`config.mk`:
```
export PLATFORM = sky130hd
export DESIGN_NAME = sensor_level_encoder
export DESIGN_NICKNAME = d
export VERILOG_FILES = /design/src/rtl/sensor_pkg.sv /design/src/rtl/level_filter.sv /design/src/rtl/sensor_level_encoder.sv
export SDC_FILE = /design/constraint.sdc
export NUM_CORES = 1
export LEC_CHECK = 0
export ABC_AREA = 1
export CAP_MARGIN = 10
export CORE_MARGIN = 3
export CORE_UTILIZATION = 40
export CTS_BUF_LIST = sky130_fd_sc_hd__clkbuf_8
export DETAILED_ROUTE_END_ITERATION = 16
export GPL_ROUTABILITY_DRIVEN = 0
export SLEW_MARGIN = 20
export SYNTH_ARGS = -nofsm -noshare
export SYNTH_HDL_FRONTEND = slang
export SYNTH_SLANG_ARGS = --single-unit
```
`constraint.sdc`:
```
create_clock -name clk -period 3.5 [get_ports clk]
set_clock_uncertainty 0.1 [all_clocks]
set_input_delay 0.7 -clock clk [delete_from_list [all_inputs] [get_ports clk]]
set_output_delay 0.7 -clock clk [all_outputs]
set_load 0.02 [all_outputs]
```
`src/rtl/sensor_pkg.sv`:
```
// Shared types and default constants for the hazard-level sensor front end.
// Consumers: level_filter and sensor_level_encoder.
package sensor_pkg;

    typedef enum logic [1:0] {
        CH_RAIN  = 2'd0,
        CH_SEIS  = 2'd1,
        CH_WIND  = 2'd2,
        CH_LEVEL = 2'd3
    } channel_e;

    typedef logic [1:0] level_t;

    typedef enum logic [1:0] {
        ST_IDLE = 2'd0,
        ST_REQ  = 2'd1,
        ST_WAIT = 2'd2,
        ST_UPD  = 2'd3
    } state_e;

    localparam int DEF_ADC_W    = 8;
    localparam int DEF_TH1      = 64;
    localparam int DEF_TH2      = 128;
    localparam int DEF_TH3      = 192;
    localparam int DEF_HYST     = 8;
    localparam int DEF_PERSIST  = 3;
    localparam int DEF_SCAN_DIV = 1000;
    localparam int DEF_TIMEOUT  = 255;

    // Number of asserted threshold flags, which is directly a level code.
    function automatic level_t count3(input logic a, input logic b, input logic c);
        return level_t'({1'b0, a} + {1'b0, b} + {1'b0, c});
    endfunction

endpackage

```
`src/rtl/level_filter.sv`:
```
// One channel of quantizer + hysteresis + persistence filter.
// Updates only when i_en is high; i_clr forces the channel back to level 0.
module level_filter
    import sensor_pkg::*;
#(
    parameter int ADC_W   = DEF_ADC_W,
    parameter int TH1     = DEF_TH1,
    parameter int TH2     = DEF_TH2,
    parameter int TH3     = DEF_TH3,
    parameter int HYST    = DEF_HYST,
    parameter int PERSIST = DEF_PERSIST
)
(
    input  logic             clk,
    input  logic             rst_n,
    input  logic             i_en,
    input  logic             i_clr,
    input  logic [ADC_W-1:0] i_sample,
    output level_t           o_level
);

    localparam int N_W = $clog2(PERSIST + 1);

    localparam logic [ADC_W-1:0] RISE1 = ADC_W'(TH1);
    localparam logic [ADC_W-1:0] RISE2 = ADC_W'(TH2);
    localparam logic [ADC_W-1:0] RISE3 = ADC_W'(TH3);
    localparam logic [ADC_W-1:0] FALL1 = ADC_W'(TH1 - HYST);
    localparam logic [ADC_W-1:0] FALL2 = ADC_W'(TH2 - HYST);
    localparam logic [ADC_W-1:0] FALL3 = ADC_W'(TH3 - HYST);
    localparam logic [N_W-1:0]   PERSIST_V = N_W'(PERSIST);

    level_t         r_level;
    level_t         r_pend;
    logic [N_W-1:0] r_cnt;

    level_t         w_q_up;
    level_t         w_q_dn;
    level_t         w_cand;
    logic [N_W-1:0] w_cnt_new;

    // Rising uses the plain thresholds, falling the lowered ones, so a
    // sample inside the hysteresis band keeps the committed level.
    always_comb begin
        w_q_up = count3(i_sample >= RISE1, i_sample >= RISE2, i_sample >= RISE3);
        w_q_dn = count3(i_sample >= FALL1, i_sample >= FALL2, i_sample >= FALL3);
        if (w_q_up > r_level)
            w_cand = w_q_up;
        else if (w_q_dn < r_level)
            w_cand = w_q_dn;
        else
            w_cand = r_level;
        w_cnt_new = (w_cand == r_pend) ? (r_cnt + N_W'(1)) : N_W'(1);
    end

    always_ff @(posedge clk or negedge rst_n) begin
        if (!rst_n) begin
            r_level <= '0;
            r_pend  <= '0;
            r_cnt   <= '0;
        end else if (i_clr) begin
            r_level <= '0;
            r_pend  <= '0;
            r_cnt   <= '0;
        end else if (i_en) begin
            if (w_cand == r_level) begin
                r_cnt <= '0;
            end else begin
                r_pend <= w_cand;
                if (w_cnt_new == PERSIST_V) begin
                    r_level <= w_cand;
                    r_cnt   <= '0;
                end else begin
                    r_cnt <= w_cnt_new;
                end
            end
        end
    end

    assign o_level = r_level;

endmodule

```
`src/rtl/sensor_level_encoder.sv`:
```
// Round-robin ADC poller producing filtered 2-bit hazard levels for 4 sensors.
// Optional macro ADC_TIMEOUT_EN adds a per-request response timeout and fault flags.
module sensor_level_encoder
    import sensor_pkg::*;
#(
    parameter int ADC_W    = DEF_ADC_W,
    parameter int TH1      = DEF_TH1,
    parameter int TH2      = DEF_TH2,
    parameter int TH3      = DEF_TH3,
    parameter int HYST     = DEF_HYST,
    parameter int PERSIST  = DEF_PERSIST,
    parameter int SCAN_DIV = DEF_SCAN_DIV,
    parameter int TIMEOUT  = DEF_TIMEOUT
)
(
    input  logic             clk,
    input  logic             rst_n,
    output logic             adc_req,
    output logic [1:0]       adc_ch,
    input  logic             adc_valid,
    input  logic [ADC_W-1:0] adc_data,
    output logic             r1,
    output logic             r0,
    output logic             s1,
    output logic             s0,
    output logic             w1,
    output logic             w0,
    output logic             l1,
    output logic             l0,
    output logic             scan_done,
    output logic [3:0]       fault
);

    localparam int               SC_W      = (SCAN_DIV > 1) ? $clog2(SCAN_DIV) : 1;
    localparam logic [SC_W-1:0]  SCAN_LAST = SC_W'(SCAN_DIV - 1);

    state_e           r_state;
    channel_e         r_ch;
    logic [SC_W-1:0]  r_scan_cnt;
    logic             r_wrap_pend;
    logic             r_scan_done;
    logic [ADC_W-1:0] r_sample;

    logic             w_scan_tick;
    logic             w_timeout;
    logic             w_advance;
    logic [3:0]       w_en;
    logic [3:0]       w_clr;
    level_t           w_level [4];

    assign w_scan_tick = (r_scan_cnt == SCAN_LAST);
    assign w_advance   = (r_state == ST_UPD) || w_timeout;

    // A wrap seen while a scan is still running is remembered so the next
    // scan starts on the first IDLE cycle instead of being skipped.
    always_ff @(posedge clk or negedge rst_n) begin
        if (!rst_n) begin
            r_state     <= ST_IDLE;
            r_ch        <= CH_RAIN;
            r_scan_cnt  <= '0;
            r_wrap_pend <= 1'b0;
            r_scan_done <= 1'b0;
            r_sample    <= '0;
        end else begin
            r_scan_cnt  <= w_scan_tick ? '0 : (r_scan_cnt + SC_W'(1));
            r_scan_done <= 1'b0;
            if (w_scan_tick && (r_state != ST_IDLE))
                r_wrap_pend <= 1'b1;

            case (r_state)
                ST_IDLE: begin
                    if (w_scan_tick || r_wrap_pend) begin
                        r_state     <= ST_REQ;
                        r_ch        <= CH_RAIN;
                        r_wrap_pend <= 1'b0;
                    end
                end
                ST_REQ:  r_state <= ST_WAIT;
                ST_WAIT: begin
                    if (adc_valid) begin
                        r_sample <= adc_data;
                        r_state  <= ST_UPD;
                    end
                end
                default: ;
            endcase

            if (w_advance) begin
                if (r_ch == CH_LEVEL) begin
                    r_state     <= ST_IDLE;
                    r_scan_done <= 1'b1;
                end else begin
                    r_state <= ST_REQ;
                    r_ch    <= channel_e'(r_ch + 2'd1);
                end
            end
        end
    end

`ifdef ADC_TIMEOUT_EN
    localparam int              TO_W    = $clog2(TIMEOUT + 1);
    localparam logic [TO_W-1:0] TO_LAST = TO_W'(TIMEOUT - 1);

    logic [TO_W-1:0] r_wait_cnt;
    logic [3:0]      r_fault;

    assign w_timeout = (r_state == ST_WAIT) && !adc_valid && (r_wait_cnt == TO_LAST);

    always_ff @(posedge clk or negedge rst_n) begin
        if (!rst_n) begin
            r_wait_cnt <= '0;
            r_fault    <= '0;
        end else begin
            if (r_state == ST_REQ)
                r_wait_cnt <= '0;
            else if (r_state == ST_WAIT)
                r_wait_cnt <= r_wait_cnt + TO_W'(1);

            if (w_timeout)
                r_fault[r_ch] <= 1'b1;
            else if ((r_state == ST_WAIT) && adc_valid)
                r_fault[r_ch] <= 1'b0;
        end
    end

    assign fault = r_fault;
`else
    assign w_timeout = 1'b0;
    assign fault     = 4'b0000;
`endif

    generate
        for (genvar gi = 0; gi < 4; gi++) begin : g_chan
            assign w_en[gi]  = (r_state == ST_UPD) && (r_ch == channel_e'(gi));
            assign w_clr[gi] = w_timeout && (r_ch == channel_e'(gi));

            level_filter #(
                .ADC_W   (ADC_W),
                .TH1     (TH1),
                .TH2     (TH2),
                .TH3     (TH3),
                .HYST    (HYST),
                .PERSIST (PERSIST)
            ) u_filter (
                .clk      (clk),
                .rst_n    (rst_n),
                .i_en     (w_en[gi]),
                .i_clr    (w_clr[gi]),
                .i_sample (r_sample),
                .o_level  (w_level[gi])
            );
        end
    endgenerate

    assign adc_req   = (r_state == ST_REQ);
    assign adc_ch    = r_ch;
    assign scan_done = r_scan_done;
    assign {r1, r0}  = w_level[0];
    assign {s1, s0}  = w_level[1];
    assign {w1, w0}  = w_level[2];
    assign {l1, l0}  = w_level[3];

endmodule

```
# ---- Word level (Yosys, flattened, before mapping)
# Cells that the tools add are included.
dict set report totals {
  ff_bits 48
  output_inout_bits 16
  in_bits 11
}
dict set report classes {
  n_reduce_logical 20
  bitwise_logic 4
  n_mux 35
  n_lt_le_gt_ge 14
  n_eq_ne 21
  n_addsub 10
}
# cell count
set ops {}
lappend ops {{two-way mux 2 bit} 27}
lappend ops {{>= comparator 8 bit, second input constant} 3}
lappend ops {{equality test 2 bit} 8}
lappend ops {{equality test 2 bit, second input constant} 8}
lappend ops {{>= comparator 8 x 7 -> 1 bit, second input constant} 2}
lappend ops {{AND reduction 3 bit} 5}
lappend ops {{adder 10 x 1 -> 10 bit, second input constant} 1}
lappend ops {{adder 2 x 1 -> 2 bit, second input constant} 5}
lappend ops {{equality test 10 bit, second input constant} 1}
lappend ops {{two-way mux 10 bit} 1}
lappend ops {{AND reduction 2 bit} 5}
lappend ops {{>= comparator 8 x 6 -> 1 bit, second input constant} 1}
lappend ops {{greater-than comparator 2 bit} 4}
lappend ops {{less-than comparator 2 bit} 4}
lappend ops {{two-way mux 1 bit} 6}
lappend ops {{!= test 3 bit, second input constant} 2}
lappend ops {{case mux 2 bit (3 select lines)} 1}
lappend ops {{logical AND 1 bit} 5}
lappend ops {{adder 1 x 1 -> 2 bit} 2}
lappend ops {{adder 2 x 1 -> 2 bit} 2}
lappend ops {{equality test 2 x 1 -> 1 bit, second input constant} 2}
lappend ops {{logical NOT 2 bit} 2}
lappend ops {{NOT 1 bit} 4}
lappend ops {{nonzero test 4 bit} 1}
lappend ops {{2 further kinds} 2}

# ---- Depth between registers and ports, before layout
dict set report depth {
  ltp_word 11
  mapped_depth 24
  ltp_nobuf 24
}

# ---- Cells and area by module
# Synthesis repeated with hierarchy kept, for this count alone.
dict set report unflattened {
  hier_cells 506
  area_unflattened_um2 3701.0
}
# mod area_each_um2 cells_per_inst instances
set by_module_without_submodules {}
lappend by_module_without_submodules {sensor_level_encoder 1268.7 132 1}
lappend by_module_without_submodules {{level_filter at g_chan[2].u_filter ...} 623.1 96 2}
lappend by_module_without_submodules {{level_filter at g_chan[0].u_filter ...} 593.1 91 2}

# ---- Least setup slack after synthesis
# No wires, ideal clock.
dict set report synth_timing {
  path_kind {reg-to-reg}
  start {register r_sample[7]}
  end {register g_chan[3].u_filter.r_level[0]}
  arrival_ps 2732
  slack_ps 551
  n_path_buf 0
  stages_incl_launch_ff 17
  path_cell_list {dfrtp_1 -> inv_1 -> ha_1 -> a31o_2 -> inv_1 -> o21ai_0 -> fa_1 -> ha_1 -> nor2_1 -> o22ai_1 -> or2_1 -> nand3_2 -> nand2_1 -> nor2_1 -> nand4_1 -> nand2_1 -> nand2_1}
}
dict set report synth_between {
  elab_chain_cells 10
}
# element line_no
set synth_lines {}
lappend synth_lines {{start: declaration} sensor_level_encoder.sv:42} ;# logic [ADC_W-1:0] r_sample;
lappend synth_lines {{start signal: assignment} sensor_level_encoder.sv:81} ;# r_sample <= adc_data;
lappend synth_lines {{>= comparator 8 x 6 -> 1 bit or >= comparator 8 x 7 -> 1 bit (tied branches)} level_filter.sv:45} ;# w_q_dn = count3(i_sample >= FALL1, i_sample >= FALL2, i_sample >= FALL3);
lappend synth_lines {{adder 1 x 1 -> 2 bit} sensor_pkg.sv:32} ;# return level_t'({1'b0, a} + {1'b0, b} + {1'b0, c});
lappend synth_lines {{adder 2 x 1 -> 2 bit} sensor_pkg.sv:32}
lappend synth_lines {{less-than comparator 2 bit} level_filter.sv:48} ;# else if (w_q_dn < r_level)
lappend synth_lines {{two-way mux 2 bit} level_filter.sv:48}
lappend synth_lines {{two-way mux 2 bit (*)} level_filter.sv:46} ;# if (w_q_up > r_level)
lappend synth_lines {{equality test 2 bit} level_filter.sv:52} ;# w_cnt_new = (w_cand == r_pend) ? (r_cnt + N_W'(1)) : N_W'(1);
lappend synth_lines {{two-way mux 2 bit} level_filter.sv:52}
lappend synth_lines {{equality test 2 bit} level_filter.sv:69} ;# if (w_cnt_new == PERSIST_V) begin
lappend synth_lines {{AND reduction 3 bit (no line)} -}
lappend synth_lines {{end signal: assignment} level_filter.sv:70} ;# r_level <= w_cand;
lappend synth_lines {{end: declaration} level_filter.sv:32} ;# level_t r_level;
# Every way passes the cells marked *; elsewhere a longest branch is shown, timed or not.
# A chain may end at the register's enable or synchronous reset.

# ---- Final worst setup path
# Same ends and word-level chain as after synthesis.

==> flow_metrics.env <==
export IMPL_status="finished, final reports clean"
export IMPL_power_frac_seq_pct=58.9
export IMPL_start_util_pct=41.72
export IMPL_syn_area_per_cell_sq_um=7.890
export IMPL_path_clk_slew_ps=100
export IMPL_post_route_period_util_pct=89.48
export IMPL_async_reset_ff_share_pct=100.0
export IMPL_synth_cells=441
export IMPL_clk_latency_ps=300
export IMPL_irDropWorstVdd_uv=156.4
export IMPL_drt_iter0_drc=63
export IMPL_crit_fanout=8
export IMPL_drive_gt1_share_pct=17.58
export IMPL_fin_ws_ps=368.2
export IMPL_cts_root_buffer="clkbuf_8"
export IMPL_synth_top_area_cell="dfrtp_1"
export IMPL_grt_max_degree=37
export IMPL_power_frac_comb_pct=2.8
export IMPL_p_per_area_nw_per_um2=239.5
export IMPL_seq_area_frac_synth_pct=34.52
export IMPL_synth_cell_types=35
export IMPL_worstSetupPathType="reg -> reg"
export IMPL_ant_nets=0
export IMPL_slew_headroom_pct=43.72
export IMPL_nNetsFinal=514
export IMPL_vias=2780
export IMPL_critPathRequiredTime_ps=3600
export IMPL_synthFlopType="dfrtp_1"
export IMPL_final_cells=577
export IMPL_fp_row_count=33
export IMPL_post_route_min_period_ps=3132
export IMPL_core_area_sq_um=8341
export IMPL_avgViaCountPerCell=4.818
export IMPL_die_h_microns=99.27
export IMPL_synth_area_top_cells="dfrtp_1 35%, ha_1 11%, nand2_1 8.8%"
export IMPL_switching_share_pct=23.05
export IMPL_maxSlewViolCount=0
export IMPL_synth_seq_cells=48
export IMPL_tightest_slew_ps=844.3
export IMPL_dp_cells=567
export IMPL_finalSetupViolCount=0
export IMPL_grt_pass1_vias=2737
export IMPL_clk_path_buf_depth=2
export IMPL_antenna_found_initial=0
export IMPL_postCtsHoldBufs=0
export IMPL_dpl_hpwl_microns=5219
export IMPL_portBuffers=22
export IMPL_cts_sinks=48
export IMPL_hold_viol_final=0
export IMPL_p_leak_nw=1.923
export IMPL_fmax_mhz=319.3
export IMPL_netSwitchingPower_mw=0.2170
export IMPL_cp_start_kind="register"
export IMPL_rsz0062_at_grt="false"
export IMPL_drtPass1Iterations=4
export IMPL_synth_top_area_share_pct=34.52
export IMPL_endpoint_kind="register"
export IMPL_ios=27
export IMPL_globalRouteOverflowTotal=0
export IMPL_n_antenna_cell=0
export IMPL_area_growth_pct=12.95
export IMPL_htreeDepth=2
export IMPL_cts_buffers=5
export IMPL_synth_edf_count=0
export IMPL_yosys_warnings=0
export IMPL_drc=0
export IMPL_grtUsageTotal_pct=14.69
export IMPL_totalWireLength_microns=6707
export IMPL_grt_first_pass_wirelength_microns=12030
export IMPL_drv_cap=0
export IMPL_hold_class="in -> async"
export IMPL_syn_area_sq_um=3480
export IMPL_p_int_mw=0.7243
export IMPL_setup_tns_ps=0
export IMPL_pre_cts_slack_ps=263.3
export IMPL_wl_per_cell_microns=11.62
export IMPL_cp_arrival_ps=3240
export IMPL_cts_tree="built"
export IMPL_p_clk_share_pct=38.4
export IMPL_die_w_microns=99.27
export IMPL_die_area_sq_um=9855
-- flip-flops by register name (all words and copies together) (netlist names) --
signal and cells:
adc_ch 2, g_chan.u_filter.o_level 8, g_chan.u_filter.r_cnt 8, g_chan.u_filter.r_pend 8
r_sample 8, r_scan_cnt 10, r_state 2, r_wrap_pend 1
scan_done 1
-- cells by family (layout without fill, tap and decap cells) --
group	after synthesis	after routing	synth area share, %
other	1	4	0.1078
xor gates and xnor gates	6	6	1.942
muxes	1	1	0.3236
DFF	48	48	34.52
and+or+nand+nor	224	224	34.66
buffers and inverters	82	110	9.349
adders and majority gates	32	32	11.72
AOI/OAI and AO/OA	47	47	7.371
-- final cells by class --
type	instances	area (sq um)
flip-flops and latches	48	1201
fillers	827	4410
inverters	77	295.3
clock buffers	6	82.58
clock inverters	2	15.01
multi-input cells	314	1967
well taps	105	131.4
repair buffers	25	237.7
-- stage by stage --
step	power (mW)	hold WS [ps]	utilization (%)	cell area [sq um]
after floorplan	0.5724	304.4	-	3491
after global placement	0.5925	390.2	45.69	3811
after detailed placement	0.5930	399.7	45.69	3811
after CTS	0.9606	418.6	46.86	3909
after global routing	0.9869	432.5	47.12	3930
final	0.9413	394.7	47.12	3930
-- layer usage --
| metal | wire length, microns | track usage [%] | up-vias |
|---|---|---|---|
| met5 | 0 | 0 | - |
| li1 | - | - | 1467 |
| met1 | 3168 | 17.89 | 1282 |
| met4 | 42 | 2.626 | 0 |
| met2 | 3339 | 27.38 | 24 |
| met3 | 157 | 2.384 | 7 |
-- power groups by stage --
stage	sequential [mW]	clock [mW]	combinational (mW)
2_1_floorplan	0.565	0	0.00721
3_3_place_gp	0.565	0	0.0275
3_5_place_dp	0.565	0	0.0279
4_1_cts	0.554	0.378	0.0280
5_1_grt	0.554	0.402	0.0303
6_report	0.554	0.361	0.0262
-- layout by cell type, fill, tap and decap left out, types with 6 or more instances in the layout --
cell,count
inv_1,68
a21oi_1,15
dfrtp_1,48
nor3_1,7
inv_2,7
nor2_1,30
ha_1,31
clkdlybuf4s50_1,21
nand2_4,7
nand3_1,34
o22ai_1,10
nand3_2,19
clkbuf_8,6
nand2_2,17
o21ai_0,17
nor2_2,8
nand2_1,82
-- synth_stat cells (8+ instances only) --
library cell	instances
dfrtp_1	48
ha_1	31
nor2_2	8
nor2_1	30
o22ai_1	10
o21ai_0	17
nand2_1	82
nand2_2	17
inv_1	69
a21oi_1	15
nand3_1	34
nand3_2	19
-- path summary, 6_finish.rpt --
path                       cells after the start     startpoint  slack, ps                            end
setup / recovery                              16    r_sample[7]        370  g_chan[3].u_filter.o_level[0]
hold / removal                                 1          rst_n        390   g_chan[1].u_filter.r_pend[1]
setup reg to reg                              16    r_sample[7]        370  g_chan[3].u_filter.o_level[0]
hold reg to reg                                1  r_scan_cnt[2]        410                  r_scan_cnt[2]
max in group asynchronous                      2          rst_n       2210  g_chan[1].u_filter.o_level[0]
min in group clk                               1  r_scan_cnt[2]        410                  r_scan_cnt[2]
-- worst max-delay path, cell delays in order, from the launching register on --
cell        delay, ps
dfrtp_1           480
clkinvlp_4        170
ha_1              200
a31o_2            210
inv_1              40
o21ai_0           100
fa_2              460
ha_1              310
nor2_1            100
o22ai_1            90
or2_1             270
nand3_2           100
nand2_1            50
nor2_1            120
nand4_1           120
nand2_1            80
nand2_1            50
-- timing repair --
| item | CTS | global route |
|---|---|---|
| endpoints found under the setup margin | 0 | 9 |
| setup buffers | 0 | 2 |
| gates resized for setup | 0 | 2 |
No activity file was read; power rests on OpenSTA's default activity.
